## config.mk

```make
export PLATFORM = sky130hd
export DESIGN_NAME = pulse_trig
export DESIGN_NICKNAME = d
export VERILOG_FILES = /design/src/rtl/pulse_trig.sv
export SDC_FILE = /design/constraint.sdc
export NUM_CORES = 1
export LEC_CHECK = 0
export CAP_MARGIN = 20
export CORE_AREA = 2 2 146 148
export CTS_CLUSTER_DIAMETER = 60
export DETAILED_ROUTE_END_ITERATION = 6
export DIE_AREA = 0 0 148 150
export PLACE_DENSITY_LB_ADDON = 0.3
export SLEW_MARGIN = 20
export SYNTH_ARGS = -nofsm -noshare
export SYNTH_HDL_FRONTEND = slang
export SYNTH_SLANG_ARGS = --single-unit
```

## constraint.sdc

```tcl
create_clock -name clk -period 5.7 [get_ports clk]
set_input_delay 1.71 -clock clk [delete_from_list [all_inputs] [get_ports clk]]
set_output_delay 1.71 -clock clk [all_outputs]
set_load 0.1 [all_outputs]
```

## src/rtl/pulse_trig.sv

```systemverilog
// pulse_trig: qclk counter, pulse parameter staging and trigger compare.
// Fires cstrobe_out when qclk reaches (or has passed) the commanded time and
// launches the staged pulse parameters to the signal generator.
//
// state | meaning
// IDLE  | waiting for an arm request; compares against cmd_time directly
// ARMED | trigger time latched, waiting for qclk to reach it
// DONE  | fired; waiting for c_strobe_enable to drop before re-arming
module pulse_trig #(
  parameter int QCLK_WIDTH  = 32,
  parameter int PHASE_WIDTH = 17,
  parameter int FREQ_WIDTH  = 9,
  parameter int AMP_WIDTH   = 16,
  parameter int ENV_WIDTH   = 24,
  parameter int CFG_WIDTH   = 4
) (
  input  logic                   clk,
  input  logic                   reset,
  input  logic                   qclk_load_en,
  input  logic [QCLK_WIDTH-1:0]  qclk_in,
  output logic [QCLK_WIDTH-1:0]  qclk_out,
  input  logic                   write_pulse_en,
  input  logic                   phase_we,
  input  logic                   freq_we,
  input  logic                   amp_we,
  input  logic                   env_we,
  input  logic                   cfg_we,
  input  logic [PHASE_WIDTH-1:0] phase_in,
  input  logic [FREQ_WIDTH-1:0]  freq_in,
  input  logic [AMP_WIDTH-1:0]   amp_in,
  input  logic [ENV_WIDTH-1:0]   env_in,
  input  logic [CFG_WIDTH-1:0]   cfg_in,
  input  logic [QCLK_WIDTH-1:0]  cmd_time,
  input  logic                   c_strobe_enable,
  output logic                   cstrobe_out,
  output logic [PHASE_WIDTH-1:0] pulse_phase,
  output logic [FREQ_WIDTH-1:0]  pulse_freq,
  output logic [AMP_WIDTH-1:0]   pulse_amp,
  output logic [ENV_WIDTH-1:0]   pulse_env,
  output logic [CFG_WIDTH-1:0]   pulse_cfg,
  output logic                   pulse_valid,
  output logic                   late_err
);

  typedef enum logic [1:0] {IDLE = 2'd0, ARMED = 2'd1, DONE = 2'd2} state_t;

  localparam logic [QCLK_WIDTH-1:0] QCLK_ONE = QCLK_WIDTH'(1);

  state_t state, state_nxt;

  logic [QCLK_WIDTH-1:0]  qclk, t_lat, t_cur, diff;
  logic                   hit, late, fire, latch_t;

  logic [PHASE_WIDTH-1:0] st_phase, eff_phase;
  logic [FREQ_WIDTH-1:0]  st_freq, eff_freq;
  logic [AMP_WIDTH-1:0]   st_amp, eff_amp;
  logic [ENV_WIDTH-1:0]   st_env, eff_env;
  logic [CFG_WIDTH-1:0]   st_cfg, eff_cfg;

  // Same-cycle write bypass: the controller writes and arms together.
  assign eff_phase = (write_pulse_en && phase_we) ? phase_in : st_phase;
  assign eff_freq  = (write_pulse_en && freq_we)  ? freq_in  : st_freq;
  assign eff_amp   = (write_pulse_en && amp_we)   ? amp_in   : st_amp;
  assign eff_env   = (write_pulse_en && env_we)   ? env_in   : st_env;
  assign eff_cfg   = (write_pulse_en && cfg_we)   ? cfg_in   : st_cfg;

  // Modular difference; MSB clear and nonzero means qclk is past the target.
  assign t_cur = (state == ARMED) ? t_lat : cmd_time;
  assign diff  = qclk - t_cur;
  assign hit   = (diff == '0);
  assign late  = (diff != '0) && !diff[QCLK_WIDTH-1];

  assign qclk_out    = qclk;
  assign cstrobe_out = fire;

  // State register.
  always_ff @(posedge clk) begin
    if (reset) state <= IDLE;
    else       state <= state_nxt;
  end

  // Next-state logic.
  always_comb begin
    state_nxt = state;
    case (state)
      IDLE: begin
        if (c_strobe_enable) state_nxt = (hit || late) ? DONE : ARMED;
      end
      ARMED: begin
        if (!c_strobe_enable)  state_nxt = IDLE;
        else if (hit || late)  state_nxt = DONE;
      end
      DONE: begin
        if (!c_strobe_enable) state_nxt = IDLE;
      end
      default: state_nxt = IDLE;
    endcase
  end

  // Output decode: fire strobe and trigger-time latch, both masked by reset.
  always_comb begin
    fire    = 1'b0;
    latch_t = 1'b0;
    if (!reset) begin
      case (state)
        IDLE: begin
          if (c_strobe_enable) begin
            fire    = hit || late;
            latch_t = !(hit || late);
          end
        end
        ARMED: fire = c_strobe_enable && (hit || late);
        default: ;
      endcase
    end
  end

  // qclk counter: free-running with load from the controller's ALU.
  always_ff @(posedge clk) begin
    if (reset)             qclk <= '0;
    else if (qclk_load_en) qclk <= qclk_in;
    else                   qclk <= qclk + QCLK_ONE;
  end

  // Trigger time captured on the transition into ARMED.
  always_ff @(posedge clk) begin
    if (reset)        t_lat <= '0;
    else if (latch_t) t_lat <= cmd_time;
  end

  // Staging registers, written per field under write_pulse_en.
  always_ff @(posedge clk) begin
    if (reset) begin
      st_phase <= '0;
      st_freq  <= '0;
      st_amp   <= '0;
      st_env   <= '0;
      st_cfg   <= '0;
    end else begin
      st_phase <= eff_phase;
      st_freq  <= eff_freq;
      st_amp   <= eff_amp;
      st_env   <= eff_env;
      st_cfg   <= eff_cfg;
    end
  end

  // Launch registers: capture effective fields on fire, one-cycle valid.
  always_ff @(posedge clk) begin
    if (reset) begin
      pulse_phase <= '0;
      pulse_freq  <= '0;
      pulse_amp   <= '0;
      pulse_env   <= '0;
      pulse_cfg   <= '0;
      pulse_valid <= 1'b0;
    end else begin
      pulse_valid <= fire;
      if (fire) begin
        pulse_phase <= eff_phase;
        pulse_freq  <= eff_freq;
        pulse_amp   <= eff_amp;
        pulse_env   <= eff_env;
        pulse_cfg   <= eff_cfg;
      end
    end
  end

  // Sticky late flag, cleared only by reset.
  always_ff @(posedge clk) begin
    if (reset)             late_err <= 1'b0;
    else if (fire && late) late_err <= 1'b1;
  end

endmodule

```

* Word level (Yosys, flattened, before mapping)
Cells that the tools add are included.
** Word-level totals
- Flip-flop bits (word level) :: 208
- Bits of input ports :: 144
- Output and inout bits :: 105
- Logic and storage cells :: 56
** Cells by class
- $add $sub $neg :: 2
- Eq/ne operators :: 5
- Multiplexer cells :: 19
- Reductions and logical operators :: 15
** Operator list (count)
- $mux W32 :: 2
- $add A32 B1 Y32 const B :: 1
- $logic_not A32 Y1 :: 1
- $reduce_bool A32 Y1 :: 1
- $sub A32 B32 Y32 :: 1
- $mux W24 :: 1
- $mux W17 :: 1
- $mux W16 :: 1
- $mux W2 :: 5
- $mux W9 :: 1
- $logic_and A1 B1 Y1 :: 8
- $pmux W2 S3 :: 1
- $mux W1 :: 5
- $mux W4 :: 1
- $ne A2 B2 Y1 const B :: 2
- $ne A3 B2 Y1 const B :: 1
- $reduce_and A3 Y1 :: 1
- $eq A2 B1 Y1 const B :: 1
- $eq A2 B2 Y1 const B :: 1
- $logic_not A1 Y1 :: 2
- $logic_not A2 Y1 :: 1
- $pmux W1 S2 :: 1
- $logic_or A1 B1 Y1 :: 1

* Longest topological paths before layout
Gate-level depths: netlist of the first run.
- Depth after elaboration :: 10
- Depth in mapped cells :: 18
- Depth with buffers taken out :: 13

* Worst setup path before layout of the first run
No wires, ideal clock.
- Kind :: in2out
- Start point :: input cmd_time[0]
- End point :: output cstrobe_out
- Arrival :: 5.456 ns
- Data required time :: 3.990 ns
- Setup slack :: -1.466 ns
- Stages :: 10
- Path buffers :: 0
- Cell sequence :: mux2_2 ha_1 nand2b_1 a211oi_2 o2111ai_1 o211ai_2 a21oi_2 o21ai_4 a211oi_4 nor3_1
** On the way
- Word-level cells in the longest chain between the ends :: 8
- Elaborated cells between the ends (all ways) :: 11
- Classes of those cells :: 1 x add/sub; 4 x mux; 6 x reduce/logical
** Ends and longest elaborated chain
- start, declared :: line 33 : input logic [QCLK_WIDTH-1:0] cmd_time,
- $mux W32 (*) :: line 68 : assign t_cur = (state == ARMED) ? t_lat : cmd_time;
- $sub A32 B32 Y32 (*) :: line 69 : assign diff = qclk - t_cur;
- $reduce_bool A32 Y1 / $logic_not A1 Y1 (equally long branches) :: line 71 : assign late = (diff != '0) && !diff[QCLK_WIDTH-1];
- $logic_and A1 B1 Y1 :: line 71
- $logic_or A1 B1 Y1 (*) :: line 108, 112
- $mux W1 / $logic_and A1 B1 Y1 (equally long branches) :: line 107, 112
- $pmux W1 S2 (*) :: line 105 : case (state)
- $mux W1 (*) :: line 104 : if (!reset) begin
- end, declared :: line 35 : output logic cstrobe_out,
Mark *: on every way between the ends. The rest lies on a longest branch, timed or not.

* Final worst setup path of the first run
- Start point :: input cmd_time[13]
- End point :: output cstrobe_out
Same word-level chain as after synthesis.

==> results of run 1 <==
cell type report:
| class | instances | area, sq um | share of cell area (%) |
|---|---|---|---|
| multi-input cells | 813 | 5910 | 40.5 |
| diodes | 3 | 7.51 | 0.0514 |
| inverters | 8 | 30.0 | 0.206 |
| flip-flops and latches | 208 | 4160 | 28.5 |
| clock buffers | 36 | 727 | 4.98 |
| clock inverters | 9 | 128 | 0.875 |
| repair buffers | 353 | 3280 | 22.5 |
| well taps | 275 | 344 | 2.36 |
critical path: cells and delay by family:
family                   cells  cell delay [ns]
buffers and inverters        2             0.43
multiplexers                 1             0.14
AND/OR/NAND/NOR              1             0.07
adder cells (fa/ha/maj)      1             0.30
AO/OA/AOI/OAI                7             1.23
kinds of logic after synthesis:
| logic type | Yosys count | synth area share [%] |
|---|---|---|
| muxes | 143 | 14.1 |
| buffers and inverters | 80 | 3.52 |
| adders and majority gates | 32 | 3.92 |
| and+or+nand+nor | 388 | 16.4 |
| AOI/OAI and AO/OA | 207 | 17.5 |
| xor gates and xnor gates | 43 | 3.69 |
| DFF | 208 | 40.8 |
registers in the layout, summed over array words and instances (netlist names):
name,cells
qclk_out,32
t_lat,32
pulse_env,24
st_env,24
pulse_phase,17
st_phase,17
pulse_amp,16
st_amp,16
pulse_freq,9
st_freq,9
pulse_cfg,4
st_cfg,4
state,2
late_err,1
pulse_valid,1
placed cells by master, fill, tap and decap left out, types with 5 or more instances in the layout:
master and count:
dlygate4sd2_1 11, mux2i_1 141, xnor2_1 16, clkdlybuf4s50_1 218, a21oi_1 46, nand3_1 25
inv_1 8, nand2b_1 12, nand2_1 35, a21o_1 8, buf_4 97, ha_1 25
clkbuf_8 7, nor2_1 246, buf_6 7, ha_2 6, a21oi_2 10, xor2_1 27
o21ai_0 16, a211oi_2 71, nor2_2 5, clkbuf_16 25, clkbuf_2 8, dfxtp_1 208
nand4_1 11, and3_1 15, clkbuf_1 5, nor3_1 10
timing repair:
action                     in CTS  in global routing
pin swaps                      57                 39
gates cloned                    0                  0
setup buffers                  16                 10
setup endpoints to repair       1                  1
gates resized for setup        67                 40
metal layers:
metal  vias to the layer above  wire length, um  track usage [%]
met2                       308            13100             40.5
li1                       4519                -                -
met4                         0              832             9.24
met5                         -                0                0
met1                      4239            12300             31.2
met3                        59             1980             4.63
power breakdown:
part / internal, mW / switching, mW / leakage [nW]
Clock: 0.986 / 0.636 / 0.417
Sequential: 1.58 / 0.0766 / 1.71
Combinational: 0.596 / 1.15 / 4.32
Total: 3.16 / 1.86 / 6.44
worst max-delay path by stage:
stage,end,slack (ns)
2_1_floorplan,cstrobe_out,-0.14
3_3_place_gp,cstrobe_out,-0.23
3_5_place_dp,cstrobe_out,-0.25
4_1_cts,cstrobe_out,0.0007
5_1_grt,cstrobe_out,-0.04
6_report,cstrobe_out,0.09
==> results summary, run 1 <==
The die width is 148 um. The worst hold path begins at t_lat[30]. For the worst setup path, the data required time is 3.99 ns. The Yosys step of the flow raised 0 warnings. The number of distinct library cells after synthesis is 63. Counting stages on the worst path, the most repeated cell is a211oi_4. Yosys attributes the largest share of cell area to dfxtp_1 (41%), mux2i_1 (14%), nor2_1 (9.3%). The count of standard-cell rows came out at 53.

The number of antenna violations at the first check in global routing is 2. The number of flip-flops and latches in the synthesized netlist is 208. The final worst-path setup slack is 0.0904 ns. The post-route worst hold slack is 0.497 ns.

Entering global routing, the biggest net connects 87 pins. The total of endpoints with negative setup slack in the final report is 0. The post-synthesis instance area came out at 0.0102 sq mm. The destination of the worst register-to-register timing path is late_err. The maximum fanout along the worst path came out at 5. The initial utilization of the core area, before any placement, comes to 49.3%.

For the pin with the worst max-slew slack, the measured transition is 1.05 ns. For this design the ratio of total power to cell area is 344 mW/mm^2. The number of DRC markers in iteration 0 came out at 403.

Measured against its own limit, the worst slew margin works out to 29.7%. After routing the design area is 0.0146 sq mm. The clock drives 208 sinks.

Global routing consumed, over all layers together, 24.3% of the routing resources. Counting flops with an async set or reset pin after synthesis yields a share of 0%. For this design the top-level I/O count stands at 249. The remaining antenna violation count after routing is 0. The worst-skew pair later-pin latency came out at 0.54 ns. The slowest library cell on the worst path is ha_1. The cell taking the most area after synthesis is dfxtp_1. The final cell count without fillers came out at 1,705. The signal arrival time at the worst endpoint is 3.90 ns. The count of endpoints failing hold in the final timing report came out at 0. The peak clock frequency supported by timing came out at 178 MHz.

The worst-case register-to-register setup slack is 1.70 ns. The area share of the largest cell type after synthesis came out at 40.8%. The design draws 5.03 mW.

Across all layers, the routed design uses 9,125 vias. The most instantiated library cell after synthesis is nor2_1. The number of nets at the end of the flow came out at 1,585. After detailed routing, the number of remaining DRC violations is 0. The post-DP HPWL is 19,700 um. The quantity of hold-fixing buffers added after cts came out at 0. The number of instances in the synthesized netlist is 1,101. The number of stages on the worst hold path is 2.

The count of input and output buffers came out at 248. The count of filler cells inserted in the layout came out at 1,638. The final setup skew came out at 0.0184 ns. The cell at the root of the clock tree is clkbuf_16. The clock buffer count from CTS is 25. STA classifies the critical path startpoint as a primary input. By count the netlist is led by nor2_1 (252), dfxtp_1 (208), mux2i_1 (141).

By startpoint and endpoint, the worst setup path is classified as in -> out. The average instance in the mapped netlist occupies 9.27 sq um. The final clock period utilization by the worst path came out at 98.4%. The wire length of the first global-routing pass came out at 44,500 um.

The placer congestion estimate is 0.929. The reported leakage power came out at 6.44 nW. The core outline area came out at 0.0207 sq mm. The clock-pin slew on the worst setup and hold paths came out at 0.06 ns. The post-synth net total came out at 1,277. The sequential-to-total area share from yosys stat is 40.8%.

The run finished with clean final reports. The final max-slew violation count came to 0. The via count of the first global-routing pass came out at 8,940.

TritonCTS built the clock tree. The worst hold path terminates at t_lat[30]. The global route total overflow came out at 0. The placement-stage worst setup slack is -0.251 ns. The logic depth of the worst register-to-register path came out at 17. The final setup TNS is 0 ns. The share of post-route cells with drive strength above 1 is 19.8%. The area added between synthesis and finish came out at 43.1%. The iteration count of the initial detailed-routing pass came out at 6. The floorplan step set the die height to 150 um. The placed instance area came out at 0.0133 sq mm. The critical path's largest stage delay is 0.30 ns. The kind of capture point of the worst setup path is an output pin.

The path class of the tightest hold or removal check is reg -> reg. Among all flip-flop cells after synthesis, the most frequent one is dfxtp_1. The buffer levels on the longest clock path came out at 3.

The final design utilization came out at 70.5%. The number of enable flip-flop cells after synthesis came out at 0. The number of placed instances, taps included came out at 1,631. The most critical setup path has its startpoint at cmd_time[13].

The shortest clock period the worst path allows after layout came out at 5.61 ns. The routed wirelength normalized by instance count is 16.6 um. The total wirelength of the detailed-routed design is 28,300 um. The number of max-cap violations came out at 0. The largest voltage drop on the vdd net is 0.000254 V. The signal on the critical path passes through dlygate4sd2_1 > mux2i_1 > ha_1 > a21oi_2 > o21ai_2 > a211oi_4 > o211ai_2 > a21oi_4 > o21ai_4 > a211oi_4 > nor3_4 > buf_12. The H-tree depth came out at 1.

The startpoint of the worst-slack reg-to-reg timing path is state[1]. The die covers 0.0222 sq mm. The average via count per standard cell is 5.35.
No activity file was read; power rests on OpenSTA's default activity.
==> run 2, diff against run 1 <==
--- a/config.mk
+++ b/config.mk
@@ -6,10 +6,10 @@
 export NUM_CORES = 1
 export LEC_CHECK = 0
 export CAP_MARGIN = 20
-export CORE_AREA = 2 2 146 148
+export CORE_AREA = 2 2 163 133
 export CTS_CLUSTER_DIAMETER = 60
 export DETAILED_ROUTE_END_ITERATION = 6
-export DIE_AREA = 0 0 148 150
+export DIE_AREA = 0 0 165 135
 export PLACE_DENSITY_LB_ADDON = 0.3
 export SLEW_MARGIN = 20
 export SYNTH_ARGS = -nofsm -noshare
==> results summary, run 2 (synthesized netlist as in run 1, its figures left out) <==
The run finished with clean final reports. The number of antenna violations at the first check in global routing is 2. In this run the number of H-tree levels came out at 1. The routed length on met1 is 13,500 um.

TritonCTS built the clock tree. In the routed layout, each cell is associated on average with a via count of 5.36. The wire length of the first global-routing pass is 45,800 um. The number of placed instances, taps included came out at 1,638.

The number of DRC markers in iteration 0 is 723. The final clock period utilization by the worst path is 98.8%. At the pin with the least slew margin, the transition time is 1.07 ns. The number of max-cap violations is 0.

Of the cells placed in the final design, the portion with a size suffix greater than 1 is 23.4%. The worst setup path is of the in -> out kind. The type of the most critical hold path is reg -> reg. The count of endpoints failing hold in the final timing report is 0.

In this run the clock root is driven by a clkbuf_16. The total die area is 0.0223 sq mm. In this run the top signal layer used is met4.

For this run, the number of standard cells in the final layout without fillers is 1,752. The final max-slew violation count is 0. The number of nets at the end of the flow is 1,642.

Leaving out fill and tap cells, the most frequent cell in the layout is nor2_1. Between clock sinks in the finished design, the worst skew comes to 0.0124 ns. The shortest clock period the worst path allows after layout is 5.63 ns.

The clock buffer count from CTS came out at 23. Fill cells in the final layout number 1,492. Counting every sink on the clock net gives 208.

The required time at the endpoint of the critical path came out at 3.99 ns. The wire length on met3 came out at 1980 um. The maximum fanout along the worst path came out at 4.

The remaining antenna violation count after routing is 0. The routed wirelength normalized by instance count came out at 16.8 um. The worst-skew pair later-pin latency came out at 0.50 ns.

The kind of capture point of the worst setup path is an output pin. The clock passes through at most 3 buffers. The switching share of power came out at 38.0%. The total area inside the core boundary comes to 0.0205 sq mm. Summed over all cells, the static leakage comes to 6.67 nW. The wire-length estimate of the detail-placed layout is 20,200 um. The global route total overflow came out at 0. The power density over the cells is 324 mW/mm^2. Registers are responsible for 34.1% of the overall power. The share of power burned in the clock network is 28.3%. The count of vias placed by the detailed router is 9,397. The area added between synthesis and finish is 47.0%. STA classifies the critical path startpoint as a primary input. The die width came out at 165 um. The tightest hold path in the finished design has a slack of 0.491 ns. The area taken by multi-input logic gates came out at 0.00600 sq mm.

The iteration count of the initial detailed-routing pass is 5. The final routed DRC violation total is 0. The relative contribution of combinational cells to total power is 37.6%. The total routing usage reported by global routing came out at 25.3%.

The count of input and output buffers came out at 248. The sequential cells in the finished layout cover a total of 0.00416 sq mm. The floorplan has 47 rows. The worst slew margin relative to its limit is 28.6%.

The placement-stage worst setup slack came out at -0.270 ns. The routed length on met2 came out at 13,000 um. The internal power contribution is 3.02 mW. The total of endpoints with negative setup slack in the final report came out at 0.

Once routing completed, OpenROAD measured the worst setup slack at 0.0660 ns. The final instance area is 0.0150 sq mm. The largest voltage drop on the vdd net is 0.000242 V. Leaving out fill and tap cells, the most frequent cells in the layout are nor2_1 (244), clkdlybuf4s50_1 (219), dfxtp_1 (208), buf_4 (152), mux2i_1 (141). The via count of the first global-routing pass is 9,005. The net switching power of the design came out at 1.85 mW. The clock-pin slew on the worst setup and hold paths came out at 0.06 ns. The pin count of the biggest net entering global routing is 89. The total wirelength of the detailed-routed design came out at 29,500 um. The peak clock frequency supported by timing came out at 177 MHz.

The die is 135 um tall. For this configuration, the core starts out at a cell density of 49.7%. The count of boundary I/O pins is 249. Routability-driven placement finished with a final weighted congestion of 0.908. The placed instance area came out at 0.0135 sq mm. For the worst setup path, the data arrival time is 3.92 ns. Hold repair after CTS inserted 0 buffers.
run 2: cell types whose count changed in the layout (fill, tap and decap cells not counted), sizes merged:
cell           change
buf               +61
dlygate4sd2        -6
clkbuf             -5
clkdlybuf4s15      +3
bufinv             -2
clkinv             +2
clkdlybuf4s50      +1
clkinvlp           -1
diode              -1
dlymetal6s2s       +1
run 2: routing by layer:
layer / global-route usage [%] / vias to the layer above
met5: 0 / -
met4: 8.26 / 0
met3: 4.30 / 61
met2: 39.7 / 334
met1: 35.5 / 4383
li1: - / 4619
run 2: worst max-delay path: stages:
cell and delay [ns]:
clkdlybuf4s15_1 0.19, mux2i_1 0.19, ha_1 0.30, buf_4 0.16
nand2_2 0.07, o21ai_2 0.09, a32oi_2 0.24, o211ai_4 0.13
a21oi_4 0.20, o21ai_4 0.08, a211oi_4 0.30, nor3_4 0.07
buf_12 0.19
run 2: final timing paths:
path / startpoint / endpoint / slack (ns) / cells after the start
setup / recovery: cmd_time[7] / cstrobe_out / 0.07 / 13
hold / removal: t_lat[21] / t_lat[21] / 0.49 / 2
setup reg to reg: state[1] / late_err / 0.30 / 33
hold reg to reg: t_lat[21] / t_lat[21] / 0.49 / 2
run 2: timing repair:
action,4_1_cts,5_1_grt
buffers inserted,63,14
pin swaps,48,59
gates resized for setup,78,53
setup endpoints to repair,1,2
run 2: metrics by stage:
step	util [%]	total power, mW	TNS (ns)
after floorplan	-	2.88	-0.135
after detailed placement	65.6	3.38	-0.270
after global placement	65.6	3.36	-0.211
final	73.1	4.86	0
after CTS	72.1	4.84	0
after global routing	73.1	5.06	-0.0144
run 2: layout make-up:
type / count / share of cell area [%]
inverters: 8 / 0.200
clock buffers: 32 / 4.26
repair buffers: 412 / 25.2
flip-flops and latches: 208 / 27.8
multi-input cells: 813 / 40.0
well taps: 269 / 2.24
diodes: 2 / 0.0334
clock inverters: 8 / 0.359
run 2: power groups by stage:
stage / registers [mW] / clock network, mW / logic, mW
floorplan: 2.27 / 0 / 0.607
global placement: 1.68 / 0 / 1.67
detailed placement: 1.69 / 0 / 1.69
CTS: 1.66 / 1.40 / 1.78
global route: 1.67 / 1.47 / 1.92
finish: 1.66 / 1.38 / 1.83
==> run 3, diff against run 2 <==
==> constraint.sdc (replaced) <==
create_clock -name clk -period 5.5 [get_ports clk]
set_input_delay 1.65 -clock clk [delete_from_list [all_inputs] [get_ports clk]]
set_output_delay 1.65 -clock clk [all_outputs]
set_load 0.1 [all_outputs]
==> results summary, run 3 (synthesized netlist as in run 1, its figures left out) <==
The run finished with clean final reports. For the worst setup path, the data required time is 3.85 ns. The worst setup path is captured at an output pin. The setup path with the least slack is of type in -> out. After the last flow step, the layout net total stands at 1,643. For this run, the share of the core covered by cells in the final layout is 73.7%. The analysis attributes to cell leakage a power of 6.73 nW.

The tree is rooted in a clkbuf_16. The total die area is 0.0223 sq mm. The first detailed-routing pass ran for 4 iterations. The number of max-cap violations is 0.

The count of vias placed by the detailed router is 9,441. The final worst-path setup slack is 0.00590 ns. The die is 135 um tall. In this run the deepest clock path goes through 3 buffers.

Across every metal layer, demand over resource in global routing totals 25.5%. The power density over the cells came out at 346 mW/mm^2. In this run the critical register-to-register path is launched from state[1]. The H-tree depth is 1. The clock buffer count from CTS came out at 23. The share of post-route cells with drive strength above 1 is 23.6%.

The count of standard-cell rows came out at 47. The most common cell after layout, fill and taps aside is nor2_1. In the final layout, the multi-input gates occupy 0.00596 sq mm. The shortest clock period the worst path allows after layout is 5.49 ns. The clock-pin slew on the worst setup and hold paths came out at 0.05 ns.

The final instance area is 0.0151 sq mm. Setup repair after global routing could not meet its margin everywhere. The count of boundary I/O pins is 249. The maximum fanout along the worst path came out at 8. Tracing the worst setup path back leads to its startpoint at cmd_time[11].

The average via count per standard cell is 5.38. Across the whole layout, storage elements account for 0.00416 sq mm. The wire length of the first global-routing pass is 46,200 um. The worst setup path is launched from a primary input. The path with the worst hold slack has its endpoint at t_lat[23].

The final clock period utilization by the worst path is 99.9%. The starting utilization of the core area is 49.7%. The via count of the first global-routing pass is 9,074.

In this run, placement finished with an instance count of 1,638. The count of cells in the finished layout, fillers not included, comes to 1,754. The placed instance area is 0.0135 sq mm. Dividing the detail-routed wire length by the instance count gives 17.0 um. STA puts the critical path data arrival time at 3.84 ns. In this run the standard cell core region covers 0.0205 sq mm. The first routing iteration left 690 violations.

Setup violations remaining at the end of the flow were counted as 0. The startpoint identified for the worst hold timing path is t_lat[23]. The wire-length estimate of the detail-placed layout is 20,100 um. The remaining antenna violation count after routing came out at 0. The final max-slew violation count is 0. The worst register-to-register path ends at late_err.

The number of stages on the worst hold path is 2. The global route total overflow is 0. TritonCTS built the clock tree.

The count of endpoints failing hold in the final timing report was 0. The type of the most critical hold path is reg -> reg. The total wirelength of the detailed-routed design is 29,900 um.

The worst register-to-register path has a depth of 30. After clock tree synthesis, the flow added hold-fix buffers numbering 0. The library cells used most frequently in the layout, excluding fill and tap cells, are nor2_1 (245), clkdlybuf4s50_1 (218), dfxtp_1 (208), buf_4 (152), mux2i_1 (140). Across the routed clock network, the largest skew measured is 0.0193 ns. The worst slew margin relative to its limit is 27.9%.

The final routed DRC violation total came out at 0. During placement, the flow inserted port buffers numbering 248. The count of filler cells inserted in the layout came out at 1,525. The placer congestion estimate came out at 0.930. IR analysis of the VDD net gives a maximum drop of 0.000298 V. Before CTS, the worst setup slack after placement is -0.376 ns. For the worst-skew pair, the clock arrives at the later sink with an insertion delay of 0.51 ns. The area added between synthesis and finish came out at 48.2%. The peak clock frequency supported by timing came out at 182 MHz.

The pin count of the biggest net entering global routing is 85. The number of antenna violations at the first check in global routing came out at 1. The die width came out at 165 um.

For the pin with the worst max-slew slack, the measured transition is 1.08 ns. The count of clock tree sinks is 208. The worst-case register-to-register setup slack came out at 0.38 ns.
==> run 3: changes by cell type in the layout (fill, tap and decap cells not counted), sizes merged <==
cell	delta
buf	+2
clkdlybuf4s50	-1
bufinv	+3
inv	+1
dlygate4sd2	+3
clkinv	+2
clkbuf	-9
diode	-1
clkdlybuf4s15	+2
==> run 3: through the flow <==
step / power [mW] / hold WS [ns] / setup TNS, ns
after floorplan: 2.98 / 0.459 / -0.215
after global placement: 3.47 / 0.473 / -0.315
after detailed placement: 3.50 / 0.484 / -0.376
after CTS: 5.21 / 0.498 / -0.0144
after global routing: 5.43 / 0.521 / -0.207
final: 5.23 / 0.495 / 0
==> run 3: cell type report <==
class                   instances  share of cell area [%]
repair buffers                413                    25.2
flip-flops and latches        208                    27.5
multi-input cells             813                    39.5
inverters                       8                   0.199
clock inverters                14                    1.12
diodes                          1                  0.0166
well taps                     269                    2.23
clock buffers                  28                    4.20
==> run 3: report_power, final <==
| group | internal, mW | total [mW] | switching [mW] |
|---|---|---|---|
| clock network | 0.973 | 1.62 | 0.650 |
| registers | 1.64 | 1.72 | 0.0807 |
| logic | 0.672 | 1.89 | 1.22 |
| total | 3.28 | 5.23 | 1.95 |
==> run 3: per-layer routing <==
layer | GRT usage, % | vias to the layer above | share of wire [%]
met5 | 0 | - | 0
met4 | 7.68 | 0 | 2.5
met3 | 4.61 | 53 | 6.0
met2 | 40.4 | 281 | 45
met1 | 35.4 | 4496 | 47
li1 | - | 4611 | -
==> run 3: worst max path at each step <==
| stage | endpoint | depth (start not counted) |
|---|---|---|
| final | cstrobe_out | 12 |
| after CTS | cstrobe_out | 12 |
| after detailed placement | cstrobe_out | 12 |
| after global routing | cstrobe_out | 13 |
| after floorplan | cstrobe_out | 10 |
| after global placement | cstrobe_out | 12 |
==> run 3: worst max-delay path: stages <==
cell and delay (ns):
dlygate4sd2_1 0.24, mux2i_1 0.14, ha_1 0.27, buf_4 0.15, buf_4 0.17, a32oi_1 0.23
o211ai_2 0.15, a21oi_2 0.24, o21ai_4 0.08, a211oi_4 0.26, nor3_4 0.06, buf_12 0.18
==> run 3: repair_timing <==
| item | 4_1_cts | 5_1_grt |
|---|---|---|
| pin swaps | 57 | 46 |
| endpoints found under the hold margin | 0 | 0 |
| resized for setup | 83 | 47 |
| setup buffers | 64 | 15 |
| setup endpoints to repair | 1 | 2 |
